## src/rtl/irq_pkg.sv

```systemverilog
// rtl/irq_pkg.sv - register offsets, TCON bit positions, FSM states and priority helper for irq_ctrl
package irq_pkg;

    localparam int NSRC_DEFAULT = 4;

    // Word offsets as decoded from per_addr[4:2]
    localparam logic [2:0] OFF_TH     = 3'd0;
    localparam logic [2:0] OFF_TL     = 3'd1;
    localparam logic [2:0] OFF_TCON   = 3'd2;
    localparam logic [2:0] OFF_IMASK  = 3'd3;
    localparam logic [2:0] OFF_IPEND  = 3'd4;
    localparam logic [2:0] OFF_ICAUSE = 3'd5;

    localparam int TCON_EN   = 0;
    localparam int TCON_IE   = 1;
    localparam int TCON_PEND = 2;

    typedef enum logic [1:0] {
        IDLE = 2'd0,
        REQ  = 2'd1,
        SVC  = 2'd2
    } state_t;

    function automatic logic [2:0] lowest_index(input logic [7:0] v);
        lowest_index = 3'd0;
        for (int i = 7; i >= 0; i--) begin
            if (v[i]) lowest_index = 3'(i);
        end
    endfunction

endpackage

```

## src/rtl/irq_ctrl_if.sv

```systemverilog
// rtl/irq_ctrl_if.sv - peripheral bus bundle between the CPU data path and irq_ctrl
interface irq_ctrl_if;

    logic        per_rd;
    logic        per_wr;
    logic [31:0] per_addr;
    logic [31:0] per_wdata;
    logic [31:0] per_rdata;

    modport master (
        output per_rd,
        output per_wr,
        output per_addr,
        output per_wdata,
        input  per_rdata
    );

    modport slave (
        input  per_rd,
        input  per_wr,
        input  per_addr,
        input  per_wdata,
        output per_rdata
    );

endinterface

```

## src/rtl/irq_timer.sv

```systemverilog
// rtl/irq_timer.sv - TH/TL/TCON system timer with reload and overflow pulse
module irq_timer
    import irq_pkg::*;
(
    input  logic        clk,
    input  logic        reset,
    input  logic        wr_th,
    input  logic        wr_tl,
    input  logic        wr_tcon,
    input  logic [31:0] wdata,
    output logic [31:0] th,
    output logic [31:0] tl,
    output logic [1:0]  tcon,
    output logic        ovf
);

    logic wrap;

    assign wrap = tcon[TCON_EN] && (tl == 32'hFFFF_FFFF);
    assign ovf  = wrap && tcon[TCON_IE];

    always_ff @(posedge clk) begin
        if (reset) begin
            th   <= '0;
            tl   <= '0;
            tcon <= '0;
        end else begin
            if (wr_th)   th   <= wdata;
            if (wr_tcon) tcon <= wdata[1:0];
            // Software write to TL beats both reload and increment
            if (wr_tl)
                tl <= wdata;
            else if (wrap)
                tl <= th;
            else if (tcon[TCON_EN])
                tl <= tl + 32'd1;
        end
    end

endmodule

```

## src/rtl/irq_ctrl.sv

```systemverilog
// rtl/irq_ctrl.sv - interrupt controller with optional system timer (IRQ_TIMER_EN) for the MIPS pipeline
module irq_ctrl
    import irq_pkg::*;
#(
    parameter int NSRC = NSRC_DEFAULT
) (
    input  logic            clk,
    input  logic            reset,
    irq_ctrl_if.slave       bus,
    input  logic [NSRC-1:0] src_irq,
    input  logic            kernel_mode,
    input  logic            irq_ack,
    input  logic            irq_ret,
    output logic            irq,
    output logic [2:0]      irq_cause
);

    logic [2:0]      reg_sel;
    logic            wr_imask;
    logic            wr_ipend;
    logic [31:0]     th;
    logic [31:0]     tl;
    logic [1:0]      tcon;
    logic            tmr_ovf;
    logic [NSRC-1:0] sync1;
    logic [NSRC-1:0] sync2;
    logic [NSRC-1:0] sync3;
    logic [NSRC-1:0] src_edge;
    logic [NSRC:0]   imask;
    logic [NSRC:0]   ipend;
    logic [NSRC:0]   ipend_set;
    logic [NSRC:0]   ipend_clr;
    logic [NSRC:0]   active;
    logic [2:0]      winner;
    logic [31:0]     rdata;
    state_t          state;
    logic            unused_bits;

    assign reg_sel  = bus.per_addr[4:2];
    assign wr_imask = bus.per_wr && (reg_sel == OFF_IMASK);
    assign wr_ipend = bus.per_wr && (reg_sel == OFF_IPEND);

`ifdef IRQ_TIMER_EN
    irq_timer u_timer (
        .clk     (clk),
        .reset   (reset),
        .wr_th   (bus.per_wr && (reg_sel == OFF_TH)),
        .wr_tl   (bus.per_wr && (reg_sel == OFF_TL)),
        .wr_tcon (bus.per_wr && (reg_sel == OFF_TCON)),
        .wdata   (bus.per_wdata),
        .th      (th),
        .tl      (tl),
        .tcon    (tcon),
        .ovf     (tmr_ovf)
    );
`else
    assign th      = '0;
    assign tl      = '0;
    assign tcon    = '0;
    assign tmr_ovf = 1'b0;
`endif

    always_ff @(posedge clk) begin
        if (reset) begin
            sync1 <= '0;
            sync2 <= '0;
            sync3 <= '0;
        end else begin
            sync1 <= src_irq;
            sync2 <= sync1;
            sync3 <= sync2;
        end
    end

    assign src_edge  = sync2 & ~sync3;
    assign ipend_set = {src_edge, tmr_ovf};
    assign ipend_clr = wr_ipend ? bus.per_wdata[NSRC:0] : '0;

    // Set is OR-ed in after the clear so a same-cycle edge is never lost
    always_ff @(posedge clk) begin
        if (reset) begin
            imask <= '0;
            ipend <= '0;
        end else begin
            if (wr_imask) imask <= bus.per_wdata[NSRC:0];
            ipend <= (ipend & ~ipend_clr) | ipend_set;
        end
    end

    assign active = ipend & imask;
    assign winner = lowest_index(8'(active));

    always_ff @(posedge clk) begin
        if (reset) begin
            state     <= IDLE;
            irq_cause <= 3'd0;
        end else begin
            case (state)
                IDLE: if ((|active) && !kernel_mode) state <= REQ;
                REQ: begin
                    if (active == '0) begin
                        state <= IDLE;
                    end else if (irq_ack) begin
                        irq_cause <= winner;
                        state     <= SVC;
                    end
                end
                SVC:     if (irq_ret) state <= IDLE;
                default: state <= IDLE;
            endcase
        end
    end

    assign irq = (state == REQ);

    always_comb begin
        rdata = '0;
        if (bus.per_rd) begin
            case (reg_sel)
                OFF_TH:     rdata = th;
                OFF_TL:     rdata = tl;
                OFF_TCON:   rdata = {29'd0, ipend[0], tcon};
                OFF_IMASK:  rdata = 32'(imask);
                OFF_IPEND:  rdata = 32'(ipend);
                OFF_ICAUSE: rdata = {29'd0, irq_cause};
                default:    rdata = '0;
            endcase
        end
    end

    assign bus.per_rdata = rdata;

    assign unused_bits = ^{bus.per_addr[31:5], bus.per_addr[1:0], bus.per_wdata};

endmodule
```

## src/flat_wrapper.sv

```systemverilog
// flat-port wrapper written by rule: the top's interface ports become plain ports
module irq_ctrl_flat import irq_pkg::*;
#(
    parameter int NSRC = NSRC_DEFAULT
)
  (clk, reset, src_irq, kernel_mode, irq_ack, irq_ret, irq, irq_cause, bus_per_rd, bus_per_wr, bus_per_addr, bus_per_wdata, bus_per_rdata);
  irq_ctrl_if bus_i ();
  input  logic clk;
  input  logic reset;
  input  logic [NSRC-1:0] src_irq;
  input  logic kernel_mode;
  input  logic irq_ack;
  input  logic irq_ret;
  output logic irq;
  output logic [2:0] irq_cause;
  input wire logic [$bits(bus_i.per_rd)-1:0] bus_per_rd;
  input wire logic [$bits(bus_i.per_wr)-1:0] bus_per_wr;
  input wire logic [$bits(bus_i.per_addr)-1:0] bus_per_addr;
  input wire logic [$bits(bus_i.per_wdata)-1:0] bus_per_wdata;
  output wire logic [$bits(bus_i.per_rdata)-1:0] bus_per_rdata;
  assign bus_i.per_rd = bus_per_rd;
  assign bus_i.per_wr = bus_per_wr;
  assign bus_i.per_addr = bus_per_addr;
  assign bus_i.per_wdata = bus_per_wdata;
  assign bus_per_rdata = bus_i.per_rdata;
  irq_ctrl #(.NSRC(NSRC)) u_core (.clk(clk), .reset(reset), .bus(bus_i), .src_irq(src_irq), .kernel_mode(kernel_mode), .irq_ack(irq_ack), .irq_ret(irq_ret), .irq(irq), .irq_cause(irq_cause));
endmodule
```

## config.mk

```make
export PLATFORM = sky130hd
export DESIGN_NAME = irq_ctrl_flat
export DESIGN_NICKNAME = d
export VERILOG_FILES = /design/src/rtl/irq_pkg.sv /design/src/rtl/irq_ctrl_if.sv /design/src/rtl/irq_timer.sv /design/src/rtl/irq_ctrl.sv /design/src/flat_wrapper.sv
export SDC_FILE = /design/constraint.sdc
export NUM_CORES = 1
export LEC_CHECK = 0
export CELL_PAD_IN_SITES_DETAIL_PLACEMENT = 1
export CELL_PAD_IN_SITES_GLOBAL_PLACEMENT = 1
export CORE_MARGIN = 4
export CORE_UTILIZATION = 24
export CTS_CLUSTER_DIAMETER = 150
export DETAILED_ROUTE_END_ITERATION = 10
export GPL_ROUTABILITY_DRIVEN = 0
export GPL_TIMING_DRIVEN = 0
export MAX_ROUTING_LAYER = met4
export PLACE_DENSITY = 0.88
export SYNTH_ARGS = -nofsm -noshare
export SYNTH_HDL_FRONTEND = slang
export SYNTH_HIERARCHICAL = 1
export SYNTH_SLANG_ARGS = --single-unit
```

## constraint.sdc

```tcl
create_clock -name clk -period 2.51 [get_ports clk]
set_input_delay 0.502 -clock clk [delete_from_list [all_inputs] [get_ports clk]]
set_output_delay 0.502 -clock clk [all_outputs]
set_load 0.05 [all_outputs]
```

==> key figures <==
Global route
  – Largest net degree at the start of global routing: 16
  – Total grt overflow: 0
  – GR Util met3: 2.58%
  – Number of global-route vias before repair: 979
  – Global Route met1 Usage: 8.78%
  – Grt peak-use layer: met2
  – All-Layer GR Usage: 7.94%
  – Number of antenna violations at the first check in global routing: 0
  – First-pass GRT wire length: 4490 microns
  – Met2 Use GR: 14.1%

Setup path
  – CP Capture Type: output pin
  – Worst path top cell family by delay: buffers and inverters
  – Levels on crit path: 6
  – Critical path buffer and inverter count: 2
  – Worst EP required: 2010 ps
  – Critical path startpoint: bus_per_addr[3]
  – Reg-to-reg endpoint: u_core/irq_cause[1]
  – Startpoint Class: input pin
  – Cell chain of the critical path: clkdlybuf4s50_1 -> nand2b_1 -> nor2_1 -> a22oi_1 -> nor2b_1 -> buf_2
  – CP Data Arrival Time: 1870 ps
  – CP Capture Point: bus_per_rdata[4]
  – Setup Crit Path Kind: input pin to output pin
  – Crit path max fanout: 5
  – Worst r2r src: u_core/state[1]
  – Max incr delay on CP: 480 ps
  – R2R depth: 4
  – R2R setup slack: 1290 ps
  – Slowest library cell on the worst path: clkdlybuf4s50_1

Die
  – Io pins: 111
  – Die X: 83.4 microns
  – Die Y: 83.4 microns
  – Die area: 6960 sq um
  – Cell Rows: 27
  – Core ar.: 5510 sq um
  – Initial Utilization: 24.8%

Power
  – Peak supply drop: 0.298 mV
  – Tot Pwr: 885 uW
  – Lkg Pwr: 0.000858 uW
  – P per Cell Area: 485 nW/um^2

Placement
  – Pre-CTS setup slack: -415 ps
  – Port bufs: 25
  – Detailed Place HPWL: 2330 microns
  – Post-DP Area: 1800 sq um

Route
  – Via density per instance: 3.86
  – Drt drc: 0
  – Number of DRC markers in iteration 0: 39
  – Number of detailed-routing iterations run before antenna repair: 4
  – WL final: 2850 microns
  – Post-DRT Antenna Nets: 0
  – Routed WL per cell: 10.3 microns
  – Via count: 1061

Yosys
  – Synthesized area: 1370 sq um
  – Syn Area/Cell: 9.22 sq um
  – Yosys warning count: 6
  – Sequential cell area fraction in the yosys report: 39.6%
  – Syn Inst Count: 148
  – Netlist cell types: 28
  – Flops & latches, synth: 27

CTS
  – CTS tree: yes
  – Clk pin slew, worst setup/hold paths: 80 ps
  – Max Root-Sink Buffers: 2
  – Skew-Pair Late Insertion Delay: 270 ps
  – Root Driver: clkbuf_8
  – Post-CTS Setup Inserts: 0
  – CTS Buf Count: 3
  – H-tree Lvls: 1
  – CTS Sinks: 27
  – CTS Hold Buffers Added: 0

Flow run
  – Max Cap Viol: 0

STA
  – Slew margin rel.: 65.9%
  – Clk_skew: 9.17 ps
  – Unrepaired setup endpoints after global routing: no
  – Fin. Hold Viols: 0
  – Setup ws final: 139 ps
  – Least-Margin Pin Slew: 509 ps
  – Final period util: 94.5%
  – Setup tns final: 0 ps
  – Fmax: 422 MHz
  – Fin. max-slew vios: 0
  – Final setup violation count: 0
  – Post-layout min period: 2370 ps

Min path
  – Worst hold path type: flip-flop to flip-flop

Final layout
  – Post-route cell area: 1820 sq um
  – Ratio of cells with drive above 1 in the final layout: 22.7%
  – N_diodes: 0
  – Area delta synth->final: 33.6%
  – Net count, final: 279

Run status
  – Run status: finished clean
metrics by stage:
| stage | hold WS, ps | utilization (%) | cells |
|---|---|---|---|
| floorplan | 414 | - | 174 |
| global placement | 420 | 32.7 | 271 |
| detailed placement | 425 | 32.7 | 271 |
| CTS | 446 | 33.7 | 275 |
| global route | 459 | 33.1 | 275 |
| finish | 441 | 33.1 | 275 |
power breakdown:
| part | internal [uW] | switching [uW] | total (uW) |
|---|---|---|---|
| registers | 441 | 9.76 | 451 |
| clock network | 111 | 128 | 239 |
| logic | 70.8 | 124 | 195 |
synth_stat cells:
cell type | n | share of area (%)
and4bb_2 | 1 | 0.92
clkbuf_2 | 2 | 0.73
a21oi_1 | 8 | 2.9
a31oi_4 | 1 | 1.6
nand2_1 | 10 | 2.8
clkbuf_1 | 1 | 0.27
nand4b_2 | 1 | 1.1
a31oi_1 | 1 | 0.46
mux2i_1 | 10 | 7.3
nor3b_1 | 1 | 0.55
conb_1 | 1 | 0.27
a22oi_1 | 2 | 1.1
or2b_1 | 1 | 0.55
a32o_1 | 1 | 0.73
nor2_1 | 19 | 5.2
nand3b_1 | 1 | 0.55
a22oi_4 | 2 | 3.1
buf_4 | 27 | 15
mux2_4 | 1 | 1.1
buf_6 | 1 | 0.82
o22ai_1 | 1 | 0.46
nor2b_1 | 22 | 10
nand2b_1 | 2 | 0.92
dfxtp_1 | 27 | 40
nand3_1 | 1 | 0.37
and2_1 | 1 | 0.46
a21oi_2 | 1 | 0.64
o21a_1 | 1 | 0.55
cell usage in the layout, fill, tap and decap left out, drive strengths merged:
| cell | synthesis | routed |
|---|---|---|
| buf | 28 | 32 |
| conb | 1 | 27 |
| dfxtp | 27 | 27 |
| nor2b | 22 | 22 |
| clkdlybuf4s50 | 0 | 20 |
| nor2 | 19 | 19 |
| nand2 | 10 | 10 |
| mux2i | 10 | 10 |
| a21oi | 9 | 9 |
| clkbuf | 3 | 7 |
| a22oi | 4 | 4 |
| nand2b | 2 | 2 |
| a31oi | 2 | 2 |
| clkinv | 0 | 1 |
| mux2 | 1 | 1 |
| o22ai | 1 | 1 |
| and2 | 1 | 1 |
| nand3b | 1 | 1 |
| o21a | 1 | 1 |
| nor3b | 1 | 1 |
| nand4b | 1 | 1 |
| and4bb | 1 | 1 |
| or2b | 1 | 1 |
| a32o | 1 | 1 |
| nand3 | 1 | 1 |
state kept, by name, indices dropped and copies added, names as in the netlist:
signal and cells:
u_core/irq_cause 3, u_core/state 2, u_core/sync1 4, u_core/imask 5, u_core/ipend 5, u_core/sync2 4, u_core/sync3 4
metal layers:
metal / share of wire [%] / wire length (microns)
met1: 42 / 1190
met2: 51 / 1460
met4: 0.49 / 14
met5: 0 / 0
met3: 6.4 / 183
cell type report:
type,instances,area [sq um]
fillers,649,3680
repair buffers,25,225
clock inverters,1,5.00
plain buffers,31,228
flip-flops and latches,27,541
well taps,72,90.1
multi-input cells,116,694
clock buffers,3,41.3
logic make-up (layout without fill, tap and decap cells):
logic type             after synthesis  after routing  share of synthesized area, %
AND/OR/NAND/NOR                     60             60                          23.5
buffers and inverters               31             60                          16.7
flip-flops                          27             27                          39.6
AO/OA/AOI/OAI                       18             18                          11.5
multiplexers                        11             11                          8.43
other                                1             27                         0.275
worst min-delay path by stage:
stage                     slack (ps)  cells after the start               to       startpoint
after floorplan                  410                      1  u_core/sync2[0]  u_core/sync1[0]
after global placement           420                      1  u_core/sync2[0]  u_core/sync1[0]
after detailed placement         420                      1  u_core/sync2[2]  u_core/sync1[2]
after CTS                        450                      1  u_core/sync2[2]  u_core/sync1[2]
after global routing             460                      1  u_core/sync2[1]  u_core/sync1[1]
final                            440                      1  u_core/sync2[2]  u_core/sync1[2]
timing repair:
| item | in CTS | in global routing |
|---|---|---|
| cloned | 0 | 0 |
| endpoints found under the setup margin | 5 | 5 |
| gates resized for setup | 14 | 9 |
Power figures use the tool's default switching activity.
